==> config.mk <==
export PLATFORM = sky130hd
export DESIGN_NAME = ula_arbiter_flat
export DESIGN_NICKNAME = d
export VERILOG_FILES = /design/src/rtl/ula_arbiter_if.sv /design/src/rtl/ula_arbiter.sv /design/src/flat_wrapper.sv
export SDC_FILE = /design/constraint.sdc
export NUM_CORES = 1
export LEC_CHECK = 0
export CAP_MARGIN = 20
export CORE_MARGIN = 2
export CORE_UTILIZATION = 41
export DETAILED_ROUTE_END_ITERATION = 16
export PLACE_DENSITY_LB_ADDON = 0.08
export REMOVE_ABC_BUFFERS = 1
export SETUP_SLACK_MARGIN = 0.05
export SYNTH_ARGS = -nofsm -noshare
export SYNTH_HDL_FRONTEND = slang
export SYNTH_SLANG_ARGS = --single-unit
==> constraint.sdc <==
create_clock -name clk -period 3.35 [get_ports clk]
set_input_delay 1.005 -clock clk [delete_from_list [all_inputs] [get_ports clk]]
set_output_delay 1.005 -clock clk [all_outputs]
set_load 0.05 [all_outputs]
==> src/rtl/ula_arbiter_if.sv <==
// Request/response bus between the two ULA requesters (plus the response consumer)
// and the ula_arbiter.
interface ula_arbiter_if #(
  parameter int W = 6
);
  logic [1:0]   req_valid;
  logic [1:0]   req_ready;
  logic [W-1:0] req0_a;
  logic [W-1:0] req0_b;
  logic         req0_mode;
  logic [2:0]   req0_oper;
  logic [W-1:0] req1_a;
  logic [W-1:0] req1_b;
  logic         req1_mode;
  logic [2:0]   req1_oper;
  logic         rsp_valid;
  logic         rsp_ready;
  logic         rsp_id;
  logic [W-1:0] rsp_o;
  logic         rsp_overflow;
  logic         rsp_zero;

  modport master (
    output req_valid, req0_a, req0_b, req0_mode, req0_oper,
           req1_a, req1_b, req1_mode, req1_oper, rsp_ready,
    input  req_ready, rsp_valid, rsp_id, rsp_o, rsp_overflow, rsp_zero
  );

  modport slave (
    input  req_valid, req0_a, req0_b, req0_mode, req0_oper,
           req1_a, req1_b, req1_mode, req1_oper, rsp_ready,
    output req_ready, rsp_valid, rsp_id, rsp_o, rsp_overflow, rsp_zero
  );
endinterface

==> src/rtl/ula_arbiter.sv <==
// Round-robin arbiter sharing one combinational ULA between two requesters; the
// winner's operation is latched, held on the ULA and its result returned with its id.
module ula_arbiter #(
  parameter int W           = 6,
  parameter int EXEC_CYCLES = 1
) (
  input  logic         clk,
  input  logic         reset,
  ula_arbiter_if.slave bus,
  output logic         busy,
  output logic [W-1:0] ula_a,
  output logic [W-1:0] ula_b,
  output logic         ula_mode,
  output logic [2:0]   ula_oper,
  output logic         ula_reset,
  input  logic [W-1:0] ula_o,
  input  logic         ula_overflow,
  input  logic         ula_zero
);

  typedef enum logic [1:0] {
    IDLE = 2'd0,
    EXEC = 2'd1,
    RESP = 2'd2
  } state_t;

  localparam int CW = (EXEC_CYCLES > 1) ? $clog2(EXEC_CYCLES) : 1;
  localparam logic [CW-1:0] CNT_LOAD = CW'(EXEC_CYCLES - 1);

  state_t        state;
  logic          last;
  logic          opId;
  logic [CW-1:0] cnt;
  logic [1:0]    grant;

  // On a tie the requester that was not served last wins; grants only while idle.
  always_comb begin
    grant = 2'b00;
    if (state == IDLE) begin
      case (bus.req_valid)
        2'b01:   grant = 2'b01;
        2'b10:   grant = 2'b10;
        2'b11:   grant = last ? 2'b01 : 2'b10;
        default: grant = 2'b00;
      endcase
    end
  end

  assign bus.req_ready = grant;
  assign busy          = (state != IDLE);
  assign ula_reset     = reset;

  // The op registers drive the ULA directly, so its inputs stay put outside EXEC.
  always_ff @(posedge clk) begin
    if (reset) begin
      state            <= IDLE;
      last             <= 1'b1;
      opId             <= 1'b0;
      cnt              <= '0;
      ula_a            <= '0;
      ula_b            <= '0;
      ula_mode         <= 1'b0;
      ula_oper         <= 3'd0;
      bus.rsp_valid    <= 1'b0;
      bus.rsp_id       <= 1'b0;
      bus.rsp_o        <= '0;
      bus.rsp_overflow <= 1'b0;
      bus.rsp_zero     <= 1'b0;
    end else begin
      case (state)
        IDLE: begin
          if (grant != 2'b00) begin
            opId     <= grant[1];
            ula_a    <= grant[1] ? bus.req1_a    : bus.req0_a;
            ula_b    <= grant[1] ? bus.req1_b    : bus.req0_b;
            ula_mode <= grant[1] ? bus.req1_mode : bus.req0_mode;
            ula_oper <= grant[1] ? bus.req1_oper : bus.req0_oper;
            cnt      <= CNT_LOAD;
            state    <= EXEC;
          end
        end
        EXEC: begin
          if (cnt != '0) begin
            cnt <= cnt - CW'(1);
          end else begin
            bus.rsp_o        <= ula_o;
            bus.rsp_zero     <= ula_zero;
            bus.rsp_overflow <= ula_overflow & ~ula_mode;
            bus.rsp_id       <= opId;
            bus.rsp_valid    <= 1'b1;
            last             <= opId;
            state            <= RESP;
          end
        end
        RESP: begin
          if (bus.rsp_ready) begin
            bus.rsp_valid <= 1'b0;
            state         <= IDLE;
          end
        end
        default: state <= IDLE;
      endcase
    end
  end

endmodule

==> src/flat_wrapper.sv <==
// flat-port wrapper written by rule: the top's interface ports become plain ports
module ula_arbiter_flat 
#(
  parameter int W           = 6,
  parameter int EXEC_CYCLES = 1
)
  (clk, reset, busy, ula_a, ula_b, ula_mode, ula_oper, ula_reset, ula_o, ula_overflow, ula_zero, bus_req_valid, bus_req0_a, bus_req0_b, bus_req0_mode, bus_req0_oper, bus_req1_a, bus_req1_b, bus_req1_mode, bus_req1_oper, bus_rsp_ready, bus_req_ready, bus_rsp_valid, bus_rsp_id, bus_rsp_o, bus_rsp_overflow, bus_rsp_zero);
  ula_arbiter_if #(.W(W)) bus_i ();
  input  logic clk;
  input  logic reset;
  output logic busy;
  output logic [W-1:0] ula_a;
  output logic [W-1:0] ula_b;
  output logic ula_mode;
  output logic [2:0] ula_oper;
  output logic ula_reset;
  input  logic [W-1:0] ula_o;
  input  logic ula_overflow;
  input  logic ula_zero;
  input wire logic [$bits(bus_i.req_valid)-1:0] bus_req_valid;
  input wire logic [$bits(bus_i.req0_a)-1:0] bus_req0_a;
  input wire logic [$bits(bus_i.req0_b)-1:0] bus_req0_b;
  input wire logic [$bits(bus_i.req0_mode)-1:0] bus_req0_mode;
  input wire logic [$bits(bus_i.req0_oper)-1:0] bus_req0_oper;
  input wire logic [$bits(bus_i.req1_a)-1:0] bus_req1_a;
  input wire logic [$bits(bus_i.req1_b)-1:0] bus_req1_b;
  input wire logic [$bits(bus_i.req1_mode)-1:0] bus_req1_mode;
  input wire logic [$bits(bus_i.req1_oper)-1:0] bus_req1_oper;
  input wire logic [$bits(bus_i.rsp_ready)-1:0] bus_rsp_ready;
  output wire logic [$bits(bus_i.req_ready)-1:0] bus_req_ready;
  output wire logic [$bits(bus_i.rsp_valid)-1:0] bus_rsp_valid;
  output wire logic [$bits(bus_i.rsp_id)-1:0] bus_rsp_id;
  output wire logic [$bits(bus_i.rsp_o)-1:0] bus_rsp_o;
  output wire logic [$bits(bus_i.rsp_overflow)-1:0] bus_rsp_overflow;
  output wire logic [$bits(bus_i.rsp_zero)-1:0] bus_rsp_zero;
  assign bus_i.req_valid = bus_req_valid;
  assign bus_i.req0_a = bus_req0_a;
  assign bus_i.req0_b = bus_req0_b;
  assign bus_i.req0_mode = bus_req0_mode;
  assign bus_i.req0_oper = bus_req0_oper;
  assign bus_i.req1_a = bus_req1_a;
  assign bus_i.req1_b = bus_req1_b;
  assign bus_i.req1_mode = bus_req1_mode;
  assign bus_i.req1_oper = bus_req1_oper;
  assign bus_i.rsp_ready = bus_rsp_ready;
  assign bus_req_ready = bus_i.req_ready;
  assign bus_rsp_valid = bus_i.rsp_valid;
  assign bus_rsp_id = bus_i.rsp_id;
  assign bus_rsp_o = bus_i.rsp_o;
  assign bus_rsp_overflow = bus_i.rsp_overflow;
  assign bus_rsp_zero = bus_i.rsp_zero;
  ula_arbiter #(.W(W), .EXEC_CYCLES(EXEC_CYCLES)) u_core (.clk(clk), .reset(reset), .bus(bus_i), .busy(busy), .ula_a(ula_a), .ula_b(ula_b), .ula_mode(ula_mode), .ula_oper(ula_oper), .ula_reset(ula_reset), .ula_o(ula_o), .ula_overflow(ula_overflow), .ula_zero(ula_zero));
endmodule
==> results of run 1 <==
per-stage QoR:
stage | util (%) | total power [µW] | instance area, µm² | setup WS, ps
global placement | 64.9 | 824 | 2130 | 320
detailed placement | 64.9 | 831 | 2130 | 296
floorplan | - | 650 | 1260 | 457
global route | 67.2 | 1160 | 2210 | 237
finish | 67.2 | 1100 | 2210 | 314
CTS | 67.2 | 1110 | 2210 | 295
critical path, cell delays in order:
cell and delay (ps):
sky130_fd_sc_hd__clkdlybuf4s50_1 560, sky130_fd_sc_hd__o21ai_0 110, sky130_fd_sc_hd__nor2_1 190, sky130_fd_sc_hd__buf_12 170
routing by layer:
layer	routed length, µm	global-route usage [%]
met1	1560	23.5
met2	2070	38.5
met5	0	0
met4	32	6.99
met3	332	8.90
cell type report:
cell class	count	area share (%)
clock buffer	5	1.70
clock inverter	3	1.81
inverter	3	0.510
multi-input combinational	112	29.2
sequential	30	27.2
tap	46	2.61
timing repair buffer	80	36.9
logic make-up after synthesis:
group           count (synthesis)
compound gates                 64
simple gates                   48
flops                          30
buf+inv                        20
worst paths after layout:
check | start | to | slack [ps] | cells after the start
worst min register to register | u_core.bus.rsp_id | u_core.bus.rsp_id | 460 | 2
worst max-delay path | bus_req_valid[0] | bus_req_ready[0] | 310 | 4
worst min-delay path | u_core.bus.rsp_id | u_core.bus.rsp_id | 460 | 2
worst max register to register | u_core.state[1] | u_core.ula_oper[1] | 1920 | 4
power by group through the flow:
stage	clock, µW	sequential (µW)	combinational (µW)
floorplan	0	534	116
global placement	0	423	401
detailed placement	0	424	407
CTS	286	416	408
global route	308	421	431
finish	278	416	408
sequential cells by signal, summed over array words and instances, names as in the netlist:
name and flops:
u_core.bus.rsp_overflow 1, u_core.opId 1, u_core.bus.rsp_zero 1, u_core.bus.rsp_id 1
u_core.last 1, u_core.state 2, u_core.ula_a 6, u_core.bus.rsp_o 6
u_core.ula_oper 3, u_core.ula_b 6, u_core.ula_mode 1, u_core.bus.rsp_valid 1
cell usage in the layout (no fill, tap or decap), types with 3 or more instances in the layout:
master	instances
sky130_fd_sc_hd__nand2_1	19
sky130_fd_sc_hd__buf_12	3
sky130_fd_sc_hd__buf_4	6
sky130_fd_sc_hd__nand4_1	16
sky130_fd_sc_hd__clkbuf_4	5
sky130_fd_sc_hd__clkdlybuf4s50_1	71
sky130_fd_sc_hd__a21oi_1	28
sky130_fd_sc_hd__dfxtp_1	30
sky130_fd_sc_hd__o21ai_0	9
sky130_fd_sc_hd__a311oi_1	16
sky130_fd_sc_hd__o21ai_1	10
==> flow_summary.toml, run 1 <==
[yosys]
synthAdderAreaFrac_pct = 0
synthSimpleGateAreaFrac_pct = 18.9
synth-xor-area-share_pct = 0
synth_top_area_share_pct = 43.7
yosys_register_bits = 30
synth.yosys.seq_area_share_pct = 43.7
cell_with_the_most_instances_after_synthesis = "sky130_fd_sc_hd__dfxtp_1"
synth_top_family_by_area = "compound AO/OA/AOI/OAI gates"
synthDistinctLibCells = 25
synthMuxAreaShare_pct = 0
synth_area_um2 = 1380
synth_largest_area_cell = "sky130_fd_sc_hd__dfxtp_1"
synth_cells = 162
synth-warning-count = 0
ys_top_cells_by_area = "sky130_fd_sc_hd__dfxtp_1 (44%), sky130_fd_sc_hd__a21oi_1 (10%), sky130_fd_sc_hd__a311oi_1 (10%), sky130_fd_sc_hd__nand4_1 (7.3%), sky130_fd_sc_hd__nand2_1 (5.2%)"
asyncSetResetFlopFracSynth_pct = 0
synth_edf_count = 0
ys.flop_type = "sky130_fd_sc_hd__dfxtp_1"
syn-mean-instance-area_um2 = 8.49
synth_compound_gate_area_share_pct = 28.0
synthTopCellsByCount = "sky130_fd_sc_hd__dfxtp_1 (30), sky130_fd_sc_hd__a21oi_1 (28), sky130_fd_sc_hd__nand2_1 (19)"

[power_and_ir_drop]
peakVddDrop_uv = 262
netSwitchingPower_uw = 394
power_frac_clock_pct = 25.2
pwr-share-comb_pct = 37.0
seqPwrFrac_pct = 37.8
internal_power_uw = 708
cellLeakagePower_uw = 0.000778
proportion_of_total_power_due_to_net_switching_pct = 35.7
power_per_cell_area_nw_per_um2 = 499

[grt]
grt.total_usage_pct = 21.7
grt_max_degree = 34
antenna_found_initial = 0
grt_pass1_vias = 1392
global_route_wire_length_before_repair_um = 6040
grt_overflow_total = 0

[placed_design]
dp_hpwl_um = 2810
gp_congestion = 0.821
port_buffers = 74
placedCellCount = 271

[floorplanning]
die-height_um = 61.9
io-pin-count = 75
floorplan.die_area_um2 = 3830
design.core.area_um2 = 3280
fp-row-count = 21
die_w_um = 61.9
initial_core_util_pct = 41.9

[finish]
net_count_final = 277
layoutNonFillerInstCount = 279
drive_gt1_share_pct = 10.3
multiInputGateArea_um2 = 646
areaGrowthSynthToFinish_pct = 60.6
filler_cell_count = 301
antenna-diode-count = 0
final-seq-area_um2 = 601

[cts]
cts.hold.buffers_added = 0
cts.path.max_buffers = 2
post-cts-setup-buffers = 0
clkSlewWorstSetupHoldPaths_ps = 90
clock_latency_ps = 320
clock_tree_from_tritoncts = "yes"
numCtsBuffers = 5
clock_sinks = 30
htree_levels = 2
clock_tree.root_cell = "sky130_fd_sc_hd__clkbuf_4"
post_cts_resized = 0

[route]
dr.pass1.iters = 4
via_count = 1517
totalWireLength_um = 3990
post-route-drc-count = 0
initialDrtViolationCount = 87
postRouteAntennaNets = 0
post_drt_via_cell_ratio = 5.44
detail_route.wl_per_cell_um = 14.3

[timing]
fin_crit_sh_pct = 90.6
clock_skew_ps = 5.89
timing_hold_violations_final = 0
tns_ps = 0
rsz0062_at_grt = "false"
setup_viol_count_final = 0
maxSlewViolCount = 0
shortest_period_the_worst_path_allows_ps = 3040
timing_worst_slew_pin_value_ps = 641
finalHoldWorstSlack_ps = 457
max_slew_margin_pct = 57.2
fmaxAchievable_mhz = 329

[status]
status = "complete, no violations"

[hold_path]
min_path_type = "reg2reg"

[setup_path]
worst-path-max-fanout = 5
critical_path_arrival_ps = 2030
timing.critical_path.from_type = "input port"
worstSetupPathType = "in2out"
critical_path.endpoint_type = "output port"
crit_required_ps = 2340

[job]
cap_violations = 0
(Power assumes the default switching activity.)
==> run 2, diff against run 1 <==
--- a/config.mk
+++ b/config.mk
@@ -9,6 +9,7 @@
 export CORE_MARGIN = 2
 export CORE_UTILIZATION = 41
 export DETAILED_ROUTE_END_ITERATION = 16
+export GPL_TIMING_DRIVEN = 0
 export PLACE_DENSITY_LB_ADDON = 0.08
 export REMOVE_ABC_BUFFERS = 1
 export SETUP_SLACK_MARGIN = 0.05
==> run 2 against run 1 <==
Effect of this change: worst setup slack got worse by 230 ps; critical path depth did not move; clock power rose by 38%; cell count fell by 1.8%; core utilization fell by 0.99 points; register-to-register slack got worse by 210 ps; sequential cell count did not move; wire length rose by 2.4%; non-clock buffer count fell by 6; count of clock-buffer cells in the layout rose by 1; die area did not move; sequential share of layout area rose by 0.41 points; critical path type unchanged; largest power group unchanged.
==> flow_summary.toml, run 2 (synthesized netlist as in run 1, its figures left out) <==
[finish]
final-seq-area_um2 = 601
highest_count_cells_in_the_layout_ignoring_fill_and_taps = "sky130_fd_sc_hd__clkdlybuf4s50_1 (69), sky130_fd_sc_hd__dfxtp_1 (30), sky130_fd_sc_hd__a21oi_1 (28), sky130_fd_sc_hd__nand2_1 (18)"
layout.cells.most_common = "sky130_fd_sc_hd__clkdlybuf4s50_1"
net_count_final = 272
filler_cell_count = 289
multiInputGateArea_um2 = 659
areaGrowthSynthToFinish_pct = 58.2
drive_gt1_share_pct = 9.21
final_util_pct = 66.2
layoutNonFillerInstCount = 274
antenna-diode-count = 0
top_regs = "u_core.bus.rsp_o x6, u_core.ula_a x6, u_core.ula_b x6"

[timing]
rsz0062_at_grt = "true"
shortest_period_the_worst_path_allows_ps = 3270
tns_ps = 0
timing_worst_slew_pin_value_ps = 724
fmaxAchievable_mhz = 306
clock_skew_ps = 11.0
max_slew_margin_pct = 51.7
setup_viol_count_final = 0
timing_hold_violations_final = 0
fin_crit_sh_pct = 97.5
maxSlewViolCount = 0

[floorplanning]
io-pin-count = 75
fp-row-count = 21
floorplan.die_area_um2 = 3830
design.core.area_um2 = 3280
die_w_um = 61.9
die-height_um = 61.9
initial_core_util_pct = 41.9

[route]
post-route-drc-count = 0
detail_route.wl_per_cell_um = 14.9
post_drt_via_cell_ratio = 5.51
initialDrtViolationCount = 93
via_count = 1511
totalWireLength_um = 4090
postRouteAntennaNets = 0
dr.pass1.iters = 4

[power_and_ir_drop]
peakVddDrop_uv = 325
power_uw = 1200
power_per_cell_area_nw_per_um2 = 550
cellLeakagePower_uw = 0.000757

[cts]
clock_tree.root_cell = "sky130_fd_sc_hd__clkbuf_4"
cts.hold.buffers_added = 0
clock_latency_ps = 340
cts.path.max_buffers = 2
clock_tree_from_tritoncts = "yes"
clock_sinks = 30
clkSlewWorstSetupHoldPaths_ps = 90
htree_levels = 2
numCtsBuffers = 5

[placed_design]
port_buffers = 74
placedCellCount = 265
gp_congestion = 0.714
dp_hpwl_um = 2670

[hold_path]
min_path_type = "reg2reg"

[setup_path]
crit_required_ps = 2340
worstRegToRegCells = 4
reg2reg_to = "u_core.ula_mode"
critical_path_arrival_ps = 2260
timing.critical_path.from_type = "input port"
critical_path.startpoint = "bus_req_valid[0]"
rr_startpoint = "u_core.state[0]"
cp-endpoint = "bus_req_ready[0]"
worst-path-max-fanout = 5
worst-r2r-setup-slack_ps = 1710
critical_path.endpoint_type = "output port"
worstSetupPathType = "in2out"

[grt]
grt_max_degree = 35
grt_pass1_vias = 1451
antenna_found_initial = 0
grt_overflow_total = 0
grt.total_usage_pct = 22.0
global_route_wire_length_before_repair_um = 6220

[job]
cap_violations = 0

[status]
status = "complete, no violations"
## run 2: metal layers
| metal | vias to the layer above | routed length, µm | global-route usage [%] |
|---|---|---|---|
| li1 | 740 | - | - |
| met1 | 702 | 1610 | 22.2 |
| met2 | 60 | 2080 | 40.9 |
| met3 | 9 | 331 | 8.28 |
| met4 | 0 | 68 | 7.90 |
| met5 | - | 0 | 0 |
## run 2: worst min path at each step
stage | start | end | slack, ps | depth (start not counted)
2_1_floorplan | u_core.opId | u_core.last | 430 | 2
3_3_place_gp | u_core.bus.rsp_overflow | u_core.bus.rsp_overflow | 440 | 2
3_5_place_dp | u_core.bus.rsp_id | u_core.bus.rsp_id | 450 | 2
4_1_cts | u_core.bus.rsp_id | u_core.bus.rsp_id | 460 | 2
5_1_grt | u_core.bus.rsp_o[2] | u_core.bus.rsp_o[2] | 480 | 2
6_report | u_core.bus.rsp_id | u_core.bus.rsp_id | 460 | 2
## run 2: worst max-delay path, cell delays in order
cell	delay (ps)
sky130_fd_sc_hd__clkdlybuf4s50_1	610
sky130_fd_sc_hd__o21ai_0	150
sky130_fd_sc_hd__nor2_1	120
sky130_fd_sc_hd__clkdlybuf4s18_2	380
## run 2: final cells by class
cell class	instances	area share, %
inverter	3	0.748
tap	46	2.65
timing repair buffer	74	33.6
clock inverter	2	2.76
multi-input combinational	113	30.3
sequential	30	27.6
clock buffer	6	2.36
## run 2: timing repair
| action | CTS | global route |
|---|---|---|
| pin swaps | 0 | 1 |
| resized for setup | 18 | 4 |
| gates cloned | 0 | 1 |
| setup buffers | 0 | 0 |
| setup endpoints to repair | 3 | 3 |
## run 2: where the power goes
group          internal, µW  switching, µW
registers               394           24.0
clock network           253            132
logic                   146            248
## run 2: through the flow
| stage | hold slack, ps | instance area (µm²) | worst slack (ps) |
|---|---|---|---|
| final | 458 | 2180 | 84.7 |
| after global routing | 481 | 2180 | 2.41 |
| after CTS | 461 | 2170 | 75.6 |
| after detailed placement | 447 | 2060 | -986 |
| after global placement | 441 | 2060 | -922 |
| after floorplan | 427 | 1260 | 457 |
==> run 3, diff against run 2 <==
--- a/config.mk
+++ b/config.mk
@@ -8,6 +8,7 @@
 export CAP_MARGIN = 20
 export CORE_MARGIN = 2
 export CORE_UTILIZATION = 41
+export CTS_BUF_LIST = sky130_fd_sc_hd__clkbuf_8 sky130_fd_sc_hd__clkbuf_16
 export DETAILED_ROUTE_END_ITERATION = 16
 export GPL_TIMING_DRIVEN = 0
 export PLACE_DENSITY_LB_ADDON = 0.08
==> run 3 against run 2 <==
Effect of this change: clock power up 18%; die area did not move; combinational power hardly changed; highest routed layer unchanged; non-clock buffer count up 3; largest power group is now clock; first-iteration DRC count decreased by 14%; register-to-register slack worse by 230 ps.
==> flow_summary.toml, run 3 (synthesized netlist as in run 1, its figures left out) <==
[power_and_ir_drop]
power_per_cell_area_nw_per_um2 = 570
internal_power_uw = 859
cellLeakagePower_uw = 0.000782
proportion_of_total_power_due_to_net_switching_pct = 32.0
pwr-share-comb_pct = 31.2
seqPwrFrac_pct = 33.0
power_frac_clock_pct = 35.8
peakVddDrop_uv = 331
netSwitchingPower_uw = 405

[timing]
timing_worst_slew_pin_value_ps = 731
tns_ps = 0
setup_viol_count_final = 0
fin_crit_sh_pct = 95.9
clock_skew_ps = 7.15
timing_hold_violations_final = 0
timing.final.ws_setup_ps = 137
rsz0062_at_grt = "false"
max_slew_margin_pct = 51.1
fmaxAchievable_mhz = 311
maxSlewViolCount = 0
finalHoldWorstSlack_ps = 453
shortest_period_the_worst_path_allows_ps = 3210

[cts]
clock_latency_ps = 280
clock_sinks = 30
htree_levels = 2
clock_tree_from_tritoncts = "yes"
cts.hold.buffers_added = 0
cts.path.max_buffers = 2
clock_tree.root_cell = "sky130_fd_sc_hd__clkbuf_8"
numCtsBuffers = 5
clkSlewWorstSetupHoldPaths_ps = 60

[floorplanning]
io-pin-count = 75
floorplan.die_area_um2 = 3830
fp-row-count = 21
initial_core_util_pct = 41.9
design.core.area_um2 = 3280
die_w_um = 61.9
die-height_um = 61.9

[setup_path]
path_cells = "clkdlybuf4s15_2, dlygate4sd2_1"
path_buf_inv = 2
critical_path_arrival_ps = 2210
worst-path-max-fanout = 31
cpLargestDelayFamily = "buffers and inverters"
crit_required_ps = 2340
crit_path_top_delay_cell = "sky130_fd_sc_hd__clkdlybuf4s15_2"
timing.critical_path.from_type = "input port"
slowest_delay_ps = 600
worstSetupPathType = "in2out"
critical_path.endpoint_type = "output port"

[finish]
fin_area_um2 = 2220
final-seq-area_um2 = 601
drive_gt1_share_pct = 10.0
highest_count_cells_in_the_layout_ignoring_fill_and_taps = "sky130_fd_sc_hd__clkdlybuf4s50_1 (69), sky130_fd_sc_hd__dfxtp_1 (30), sky130_fd_sc_hd__a21oi_1 (28), sky130_fd_sc_hd__nand2_1 (18)"
net_count_final = 274
filler_cell_count = 282
top_regs = "u_core.bus.rsp_o x6, u_core.ula_a x6, u_core.ula_b x6"
multiInputGateArea_um2 = 653
areaGrowthSynthToFinish_pct = 61.3
antenna-diode-count = 0
layout.cells.most_common = "sky130_fd_sc_hd__clkdlybuf4s50_1"
layoutNonFillerInstCount = 276

[hold_path]
min_path_type = "reg2reg"

[grt]
grt_max_degree = 35
grt_overflow_total = 0
grt.total_usage_pct = 21.6
grt_pass1_vias = 1429
global_route_wire_length_before_repair_um = 6180
antenna_found_initial = 0

[placed_design]
placedCellCount = 265
port_buffers = 74
pre_cts_slack_ps = -986
placedInstanceArea_um2 = 2060
dp_hpwl_um = 2670
gp_congestion = 0.714

[route]
post_drt_via_cell_ratio = 5.47
post-route-drc-count = 0
detail_route.wl_per_cell_um = 14.5
postRouteAntennaNets = 0
totalWireLength_um = 4000
dr.pass1.iters = 4
initialDrtViolationCount = 80
via_count = 1511

[job]
cap_violations = 0

[status]
status = "complete, no violations"
-- run 3: routing by layer --
layer | GRT usage, % | vias up | wire [µm]
li1 | - | 737 | -
met1 | 22.2 | 715 | 1620
met2 | 40.6 | 53 | 2030
met3 | 8.28 | 6 | 309
met4 | 6.08 | 0 | 37
met5 | 0 | - | 0
-- run 3: timing repair --
action                     4_1_cts  5_1_grt
buffers inserted                 0        3
resized for setup               18        5
pin swaps                        0        1
setup endpoints to repair        3        2
-- run 3: area by class of cell --
cell class	count	area share, %
multi-input cells	112	29.4
flip-flops and latches	30	27.1
repair buffers	77	33.7
well taps	46	2.59
clock buffers	6	3.72
clock inverters	2	2.71
inverters	3	0.733
-- run 3: power groups by stage --
stage | logic (µW) | registers [µW] | clock network, µW
finish | 395 | 417 | 453
global route | 418 | 421 | 476
global placement | 386 | 422 | 0
CTS | 392 | 416 | 459
floorplan | 116 | 534 | 0
detailed placement | 393 | 423 | 0
-- run 3: worst paths after layout --
path	startpoint	to	slack [ps]	depth (start not counted)
setup / recovery	reset	ula_reset	140	2
setup reg to reg	u_core.state[1]	u_core.ula_a[4]	1480	4
hold reg to reg	u_core.bus.rsp_id	u_core.bus.rsp_id	450	2
hold / removal	u_core.bus.rsp_id	u_core.bus.rsp_id	450	2
-- run 3: per-stage QoR --
step | util, % | total power (µW)
after floorplan | - | 650
after global placement | 62.6 | 808
after detailed placement | 62.6 | 816
after CTS | 67.2 | 1270
after global routing | 67.5 | 1320
final | 67.5 | 1260
-- run 3: worst reg2reg max path, stage by stage, from the launching register on --
cell,delay (ps)
sky130_fd_sc_hd__dfxtp_1,370
sky130_fd_sc_hd__nor2_4,610
sky130_fd_sc_hd__inv_2,180
sky130_fd_sc_hd__nor2_4,400
sky130_fd_sc_hd__a311oi_1,160
